File: config.mk
export PLATFORM = sky130hd
export DESIGN_NAME = mem_arbiter_flat
export DESIGN_NICKNAME = d
export VERILOG_FILES = /design/src/rtl/mem_arbiter_pkg.sv /design/src/rtl/mem_arbiter_if.sv /design/src/rtl/mem_arbiter_rr_pick.sv /design/src/rtl/mem_arbiter.sv /design/src/flat_wrapper.sv
export SDC_FILE = /design/constraint.sdc
export NUM_CORES = 1
export LEC_CHECK = 0
export BUFFER_PORTS_ARGS = -buffer_cell sky130_fd_sc_hd__buf_2
export CAP_MARGIN = 25
export CORE_UTILIZATION = 44
export DETAILED_ROUTE_END_ITERATION = 8
export PLACE_DENSITY = 0.74
export SLEW_MARGIN = 20
export SYNTH_ARGS = -nofsm -noshare
export SYNTH_HDL_FRONTEND = slang
export SYNTH_SLANG_ARGS = --single-unit
File: constraint.sdc
create_clock -name clk -period 1.66 [get_ports clk]
set_input_delay 0.249 -clock clk [delete_from_list [all_inputs] [get_ports clk]]
set_output_delay 0.249 -clock clk [all_outputs]
set_load 0.01 [all_outputs]
File: src/rtl/mem_arbiter_pkg.sv
`default_nettype none
// ============================================================================
//  Module      : mem_arb_pkg
//  Description : Shared types for the round-robin memory arbiter: FSM state
//                encoding, default bus widths and the latched command record.
//  Revision    : 1.0 - initial release
// ============================================================================
package mem_arb_pkg;

    localparam int ADDR_W = 5;
    localparam int DATA_W = 8;

    typedef enum logic [1:0] {
        IDLE   = 2'd0,
        ACCESS = 2'd1,
        RDWAIT = 2'd2
    } arb_state_t;

    // One accepted request, captured at the accept edge
    typedef struct packed {
        logic              write;
        logic [ADDR_W-1:0] addr;
        logic [DATA_W-1:0] wdata;
    } mem_cmd_t;

endpackage
`default_nettype wire

File: src/rtl/mem_arbiter_if.sv
`default_nettype none
// ============================================================================
//  Module      : mem_arbiter_if
//  Description : Requester handshake, read response and memory pin bundle
//                between the requesters, the arbiter and the memory.
//  Revision    : 1.0 - initial release
// ============================================================================
interface mem_arbiter_if #(
    parameter int NREQ   = 2,
    parameter int ADDR_W = 5,
    parameter int DATA_W = 8
) ();

    logic [NREQ-1:0]             req_valid;
    logic [NREQ-1:0]             req_write;
    logic [NREQ-1:0][ADDR_W-1:0] req_addr;
    logic [NREQ-1:0][DATA_W-1:0] req_wdata;
    logic [NREQ-1:0]             req_ready;
    logic [NREQ-1:0]             rsp_rvalid;
    logic [DATA_W-1:0]           rsp_rdata;
    logic                        mem_read;
    logic                        mem_write;
    logic [ADDR_W-1:0]           mem_addr;
    logic [DATA_W-1:0]           mem_data_in;
    logic [DATA_W-1:0]           mem_data_out;

    // Arbiter view
    modport slave (
        input  req_valid, req_write, req_addr, req_wdata, mem_data_out,
        output req_ready, rsp_rvalid, rsp_rdata,
               mem_read, mem_write, mem_addr, mem_data_in
    );

    // Requester/memory side view
    modport master (
        output req_valid, req_write, req_addr, req_wdata, mem_data_out,
        input  req_ready, rsp_rvalid, rsp_rdata,
               mem_read, mem_write, mem_addr, mem_data_in
    );

endinterface
`default_nettype wire

File: src/rtl/mem_arbiter_rr_pick.sv
`default_nettype none
// ============================================================================
//  Module      : mem_rr_pick
//  Description : Combinational round-robin picker. Searches the valid vector
//                starting one past the previous winner, wrapping modulo NREQ.
//  Revision    : 1.0 - initial release
// ============================================================================
module mem_rr_pick #(
    parameter int NREQ  = 2,
    parameter int IDX_W = 1
) (
    input  wire  [NREQ-1:0]  valid,
    input  wire  [IDX_W-1:0] last_grant,
    output logic [NREQ-1:0]  grant,
    output logic [IDX_W-1:0] grant_idx,
    output logic             found
);

    int               w_idx;
    logic [IDX_W-1:0] w_sel;

    // First valid requester after last_grant wins; earlier hits mask later ones
    always_comb begin
        grant     = '0;
        grant_idx = '0;
        found     = 1'b0;
        w_idx     = 0;
        w_sel     = '0;
        for (int i = 1; i <= NREQ; i++) begin
            w_idx = (int'(last_grant) + i) % NREQ;
            w_sel = w_idx[IDX_W-1:0];
            if (!found && valid[w_sel]) begin
                found        = 1'b1;
                grant[w_sel] = 1'b1;
                grant_idx    = w_sel;
            end
        end
    end

endmodule
`default_nettype wire

File: src/rtl/mem_arbiter.sv
`default_nettype none
// ============================================================================
//  Module      : mem_arbiter
//  Description : Round-robin arbiter/sequencer sharing one synchronous memory
//                between NREQ requesters. One request in flight at a time:
//                IDLE (accept) -> ACCESS (strobe) -> [RDWAIT (return data)].
//  Revision    : 1.0 - initial release
// ============================================================================
module mem_arbiter #(
    parameter int NREQ   = 2,
    parameter int ADDR_W = mem_arb_pkg::ADDR_W,
    parameter int DATA_W = mem_arb_pkg::DATA_W
) (
    input wire          clk,
    input wire          rst,
    mem_arbiter_if.slave bus
);

    import mem_arb_pkg::*;

    localparam int IDX_W = (NREQ > 1) ? $clog2(NREQ) : 1;

    arb_state_t        r_state;
    arb_state_t        w_state_next;
    mem_cmd_t          r_cmd;
    logic [IDX_W-1:0]  r_last_grant;
    logic [NREQ-1:0]   r_rvalid;
    logic [DATA_W-1:0] r_rdata;

    logic [NREQ-1:0]   w_grant;
    logic [IDX_W-1:0]  w_grant_idx;
    logic              w_found;
    logic              w_accept;
    logic [NREQ-1:0]   w_ready;
    logic              w_mem_read;
    logic              w_mem_write;

    mem_rr_pick #(
        .NREQ  (NREQ),
        .IDX_W (IDX_W)
    ) u_pick (
        .valid      (bus.req_valid),
        .last_grant (r_last_grant),
        .grant      (w_grant),
        .grant_idx  (w_grant_idx),
        .found      (w_found)
    );

    // State register
    always_ff @(posedge clk) begin
        if (rst) begin
            r_state <= IDLE;
        end else begin
            r_state <= w_state_next;
        end
    end

    // Next state, accept handshake and memory strobes
    always_comb begin
        w_state_next = r_state;
        w_accept     = 1'b0;
        w_ready      = '0;
        w_mem_read   = 1'b0;
        w_mem_write  = 1'b0;
        case (r_state)
            IDLE: begin
                // Reset dominates a coincident accept, so never offer ready then
                if (w_found && !rst) begin
                    w_ready      = w_grant;
                    w_accept     = 1'b1;
                    w_state_next = ACCESS;
                end
            end
            ACCESS: begin
                w_mem_write  = r_cmd.write;
                w_mem_read   = !r_cmd.write;
                w_state_next = r_cmd.write ? IDLE : RDWAIT;
            end
            RDWAIT: begin
                w_state_next = IDLE;
            end
            default: begin
                w_state_next = IDLE;
            end
        endcase
    end

    // Latch the winning command and advance the round-robin pointer
    always_ff @(posedge clk) begin
        if (rst) begin
            r_cmd        <= '0;
            r_last_grant <= IDX_W'(NREQ - 1);
        end else if (w_accept) begin
            r_cmd.write  <= bus.req_write[w_grant_idx];
            r_cmd.addr   <= bus.req_addr[w_grant_idx];
            r_cmd.wdata  <= bus.req_wdata[w_grant_idx];
            r_last_grant <= w_grant_idx;
        end
    end

    // Read response: one-cycle rvalid to the owner, data held until next read
    always_ff @(posedge clk) begin
        if (rst) begin
            r_rvalid <= '0;
            r_rdata  <= '0;
        end else begin
            r_rvalid <= '0;
            if (r_state == RDWAIT) begin
                r_rvalid[r_last_grant] <= 1'b1;
                r_rdata                <= bus.mem_data_out;
            end
        end
    end

    assign bus.req_ready   = w_ready;
    assign bus.rsp_rvalid  = r_rvalid;
    assign bus.rsp_rdata   = r_rdata;
    assign bus.mem_read    = w_mem_read;
    assign bus.mem_write   = w_mem_write;
    assign bus.mem_addr    = r_cmd.addr;
    assign bus.mem_data_in = r_cmd.wdata;

endmodule
`default_nettype wire

File: src/flat_wrapper.sv
// flat-port wrapper written by rule: the top's interface ports become plain ports
module mem_arbiter_flat import mem_arb_pkg::*;
#(
    parameter int NREQ   = 2,
    parameter int ADDR_W = mem_arb_pkg::ADDR_W,
    parameter int DATA_W = mem_arb_pkg::DATA_W
)
  (clk, rst, bus_req_valid, bus_req_write, bus_req_addr, bus_req_wdata, bus_mem_data_out, bus_req_ready, bus_rsp_rvalid, bus_rsp_rdata, bus_mem_read, bus_mem_write, bus_mem_addr, bus_mem_data_in);
  mem_arbiter_if #(.NREQ(NREQ), .ADDR_W(ADDR_W), .DATA_W(DATA_W)) bus_i ();
  input wire clk;
  input wire rst;
  input wire logic [$bits(bus_i.req_valid)-1:0] bus_req_valid;
  input wire logic [$bits(bus_i.req_write)-1:0] bus_req_write;
  input wire logic [$bits(bus_i.req_addr)-1:0] bus_req_addr;
  input wire logic [$bits(bus_i.req_wdata)-1:0] bus_req_wdata;
  input wire logic [$bits(bus_i.mem_data_out)-1:0] bus_mem_data_out;
  output wire logic [$bits(bus_i.req_ready)-1:0] bus_req_ready;
  output wire logic [$bits(bus_i.rsp_rvalid)-1:0] bus_rsp_rvalid;
  output wire logic [$bits(bus_i.rsp_rdata)-1:0] bus_rsp_rdata;
  output wire logic [$bits(bus_i.mem_read)-1:0] bus_mem_read;
  output wire logic [$bits(bus_i.mem_write)-1:0] bus_mem_write;
  output wire logic [$bits(bus_i.mem_addr)-1:0] bus_mem_addr;
  output wire logic [$bits(bus_i.mem_data_in)-1:0] bus_mem_data_in;
  assign bus_i.req_valid = bus_req_valid;
  assign bus_i.req_write = bus_req_write;
  assign bus_i.req_addr = bus_req_addr;
  assign bus_i.req_wdata = bus_req_wdata;
  assign bus_i.mem_data_out = bus_mem_data_out;
  assign bus_req_ready = bus_i.req_ready;
  assign bus_rsp_rvalid = bus_i.rsp_rvalid;
  assign bus_rsp_rdata = bus_i.rsp_rdata;
  assign bus_mem_read = bus_i.mem_read;
  assign bus_mem_write = bus_i.mem_write;
  assign bus_mem_addr = bus_i.mem_addr;
  assign bus_mem_data_in = bus_i.mem_data_in;
  mem_arbiter #(.NREQ(NREQ), .ADDR_W(ADDR_W), .DATA_W(DATA_W)) u_core (.clk(clk), .rst(rst), .bus(bus_i));
endmodule
Yosys cells after proc, flatten, opt, wreduce, memory -nomap -nowiden
Index checks and enable logic that the tools add are counted.

Reduce and logical (&&, ||, !) cells: 10. Magnitude comparators: 7. Equal/unequal tests: 3. Bitwise gates (word level): 2. Mux-type cells: 31. Add/subtract/negate cells: 2.

Operator list (count): 1-bit 2-to-1 mux (17); 8-bit 2-to-1 mux (2); 2-bit 2-to-1 mux (6); 5-bit 2-to-1 mux (2); 1-bit by 2-bit less-than comparator with 1-bit output, second input constant (4); 1-bit logical AND (5); 2-bit one-hot mux with 2 select lines (1); 1-bit demux with 1-bit select (3); 1-bit >= comparator, second input constant (3); 1-bit zero test (3); 1-bit adder, second input constant (2); 2-bit by 1-bit == test with 1-bit output, second input constant (1); 2-bit == test, second input constant (1); 2-bit zero test (1); 2-bit by 1-bit != test with 1-bit output, second input constant (1); 2-bit OR (1); 2-bit OR reduction (1); 1-bit NOT (1).

Flip-flop bits (word level): 27. Output and inout bits: 27. Word-level logic and storage cells: 62.

Logic depth before layout (Yosys ltp)
Depth in word-level cells: 10. Mapped depth: 5. Gate-level depth less buffers: 4.

By module
Synthesis repeated with hierarchy kept, for this count alone.

Cell total of the unflattened synthesis: 134. Area, all modules: 1286.2 sq um.

Modules (own cells, without submodules): mem_arbiter (cells each 129, area each 1253.7 sq um, instances 1); mem_rr_pick (cells each 5, area each 32.5 sq um, instances 1).

Worst setup path after synthesis
OpenSTA, ideal clock, no wires.

Kind: register -> register. Start point: reg u_core.r_state[0]. End point: reg u_core.r_cmd, in the netlist u_core.bus.mem_addr[0]. Data required time: 1588 ps. Arrival: 1074 ps. Buffers on the path: 1. Library setup time: 72 ps. Stages on the path, launching flop included: 6. Clock period less this slack: 1146 ps. Setup slack: 514 ps. Path through: dfxtp_1 > nor3_2 > o21ai_2 > inv_2 > buf_8 > mux2i_1.

Cells in the longest elaborated chain, start to end: 2.

Ends and longest elaborated chain: start: declaration (line mem_arbiter.sv:23) `arb_state_t r_state;`; start signal: assignment (line mem_arbiter.sv:54) `r_state <= w_state_next;`; 2-bit zero test (line mem_arbiter.sv:65) `case (r_state)`; 1-bit 2-to-1 mux (line mem_arbiter.sv:65); end: declaration (line mem_arbiter.sv:25) `mem_cmd_t r_cmd;`.

No other way between the ends. A chain may end at the register's enable or synchronous reset.

Final worst setup path
Start point: reg u_core.r_state[0]. End point: out bus_req_ready[1].

Cells in the longest elaborated chain, start to end: 2.

Ends and longest elaborated chain: 2-bit zero test (line mem_arbiter.sv:65); 2-bit 2-to-1 mux (line mem_arbiter.sv:65); end: declaration (line flat_wrapper.sv:17) `output wire logic [$bits(bus_i.req_ready)-1:0] bus_req_ready;`.

No other way between the ends.

==> flow_metrics.tcl <==
set metrics [dict create \
    synth_top_area_cell "dfxtp_1" \
    vias 1014 \
    pre_cts_ws_ns 0.344 \
    synth-warning-count 0 \
    clk_latency_ns 0.32 \
    start_util_pct 46.4 \
    die_x_microns 55.9 \
    viasPerCell 4.78 \
    first_pass_iters 4 \
    peakVddDrop_mv 0.555 \
    drc 0 \
    critPathArrivalTime_ns 1.30 \
    grt_pass1_vias 1018 \
    fin_setup_tns_ns 0 \
    synth_nets 168 \
    synthXorXnorAreaFrac_pct 0 \
    synth_common_cells "28 x mux2i_1, 27 x dfxtp_1, 17 x nand2_1" \
    wl_per_cell_microns 11.7 \
    holdBufCountCts 0 \
    syn_area_sq_um 1280 \
    antenna_found_initial 0 \
    tightest_slew_ns 0.514 \
    postCtsSetupBuffers 0 \
    grt_use_total_pct 17.3 \
    ys_async_sr_fraction_pct 0 \
    dp.cells 208 \
    yosys.area_share.simple_pct 18.0 \
    synth_compound_area_share_pct 5.96 \
    cp-end-kind "output port" \
    slew_headroom_pct 65.7 \
    synth_seq_cells 27 \
    root_buffer "clkbuf_4" \
    status "finished, final reports clean" \
    route.antenna.remaining_nets 0 \
    clkTransAtPathRegs_ns 0.14 \
    drive_gt1_share_pct 42.5 \
    critPathSlowestCell "dfxtp_1" \
    io-pin-count 67 \
    clock_skew_ns 0.00817 \
    ctsLongestPathBuffers 2 \
    cts_made_buffers 3 \
    num_rows 19 \
    crit_path_max_incr_delay_ns 0.37 \
    holdWs_ns 0.140 \
    path_delay_family "simple AND/OR/NAND/NOR gates" \
    drtIter0Drc 7 \
    critPathBufInv 1 \
    wl_met2_microns 1200 \
    port_buffers 66 \
    crit_type "reg -> out" \
    synth_mux_area_share_pct 21.9 \
    final_cells 212 \
    cts.repair.resized 0 \
    yosys.area_share.adder_pct 0 \
    cts_htree_levels 1 \
    nets 222 \
    hold_class "in -> reg" \
    period_share_pct 93.4 \
    antenna_cells 0 \
    syn2layout_area_growth_pct 20.5 \
    synth-edff-count 0 \
    routed_wirelength_microns 2480 \
    power.total_mw 1.30 \
    highest_layer "met4" \
    dp_hpwl_microns 1870 \
    grt_start_max_net_pins 27 \
    grt_pass1_wl_microns 4310 \
    wl_met1_microns 1070 \
    p_per_area_nw_per_um2 842 \
    clock-sinks 27 \
    gp_congestion 0.700 \
    final_util_pct 55.9 \
    synth_top_family_by_area "multiplexers" \
    avgSynthCellArea_sq_um 10.0 \
    netlist_instances 128 \
    stdcell_area_sq_um 1540 \
    period_needed_ns 1.55 \
    dieArea_sq_um 3130 \
    max_freq_mhz 645 \
    hold_violations 0 \
    synth.most_common_cell "mux2i_1" \
    maxCapViolCount 0 \
    cp_max_fo 5 \
    die_y_microns 55.9 \
    start_kind "flip-flop" \
    setup-violations-final 0 \
    yosysUniqueCellTypes 22 \
    yosysSeqAreaShare_pct 42.2 \
    rsz0062_at_grt "no" \
    grt-ovfl-total 0 \
    synthFlopType "dfxtp_1" \
    synth_area_leaders "dfxtp_1 42%, mux2i_1 22%, buf_4 7.6%, nand2b_1 7.3%, nand2_1 5.0%" \
    placed_cell_area_sq_um 1520 \
    core-area_sq_um 2760 \
    p_leak_nw 0.756 \
    nFillCells 263 \
    drv_slew 0 \
    cts_tree "built" \
    path_cells "nor3_2 > and3_2 > buf_2" \
    synth_top_cell_area_share_pct 42.2 \
    crit_required_ns 1.41 \
    route.met3.wl_microns 175 \
    setup_slack_ns 0.109 \
]
## final timing paths
kind	startpoint	slack [ns]	depth (start not counted)	end
setup / recovery	u_core.r_state[0]$_SDFFE_PP0P_	0.11	3	bus_req_ready[1]
setup reg to reg	u_core.r_state[0]$_SDFFE_PP0P_	0.32	4	u_core.bus.mem_addr[2]$_SDFFE_PP0P_
hold / removal	bus_mem_data_out[0]	0.14	3	u_core.bus.rsp_rdata[0]$_SDFFE_PP0N_
hold reg to reg	u_core.bus.rsp_rdata[5]$_SDFFE_PP0N_	0.46	2	u_core.bus.rsp_rdata[5]$_SDFFE_PP0N_
## placed cells by master (no fill, tap or decap), drive strengths merged
master,Yosys,layout
a21oi,8,8
nand2,17,17
buf,16,68
clkbuf,3,3
inv,1,1
dfxtp,27,27
nor3,2,2
and3,2,2
nor2b,2,2
mux2i,28,28
a211o,1,1
and3b,1,1
o21ai,1,1
clkinv,0,1
or2b,1,1
nand2b,15,15
nor3b,2,2
a21boi,1,1
## worst reg2reg max path: cells and delay by family, from the launching register on
kind	cells	cell delay [ns]
AND/OR/NAND/NOR	1	0.25
buffers and inverters	1	0.32
flip-flops	1	0.37
AO/OA/AOI/OAI	1	0.10
multiplexers	1	0.23
## flip-flops by register name (all words and copies together), names as in the netlist
name                    cells
u_core.bus.mem_addr         5
u_core.bus.mem_data_in      8
u_core.bus.rsp_rdata        8
u_core.bus.rsp_rvalid       2
u_core.r_cmd                1
u_core.r_last_grant         1
u_core.r_state              2
## report_power, final
group / leakage (nW) / switching [mW] / internal, mW
clock: 0.0177 / 0.189 / 0.0904
sequential: 0.222 / 0.0335 / 0.705
combinational: 0.516 / 0.137 / 0.145
total: 0.756 / 0.359 / 0.940
## kinds of logic (layout without fill, tap and decap cells)
group                  after synthesis  after routing
AND/OR/NAND/NOR                     42             42
multiplexers                        28             28
flip-flops                          27             27
buffers and inverters               20             73
AO/OA/AOI/OAI                       11             11
## routing by layer
metal / track usage (%) / vias up
li1: - / 521
met1: 20.7 / 451
met2: 29.9 / 38
met3: 3.49 / 4
met4: 8.01 / 0
met5: 0 / -
## layout make-up
| cell class | instances | area, sq um | area share [%] |
|---|---|---|---|
| Clock buffer | 3 | 22.5 | 1.46 |
| Clock inverter | 1 | 5.00 | 0.324 |
| Multi-Input combinational cell | 81 | 587 | 38.0 |
| Tap cell | 31 | 38.8 | 2.51 |
| Inverter | 1 | 3.75 | 0.243 |
| Timing Repair Buffer | 68 | 345 | 22.4 |
| Sequential cell | 27 | 541 | 35.0 |
Note: power is estimated with default switching activity, not from simulation.
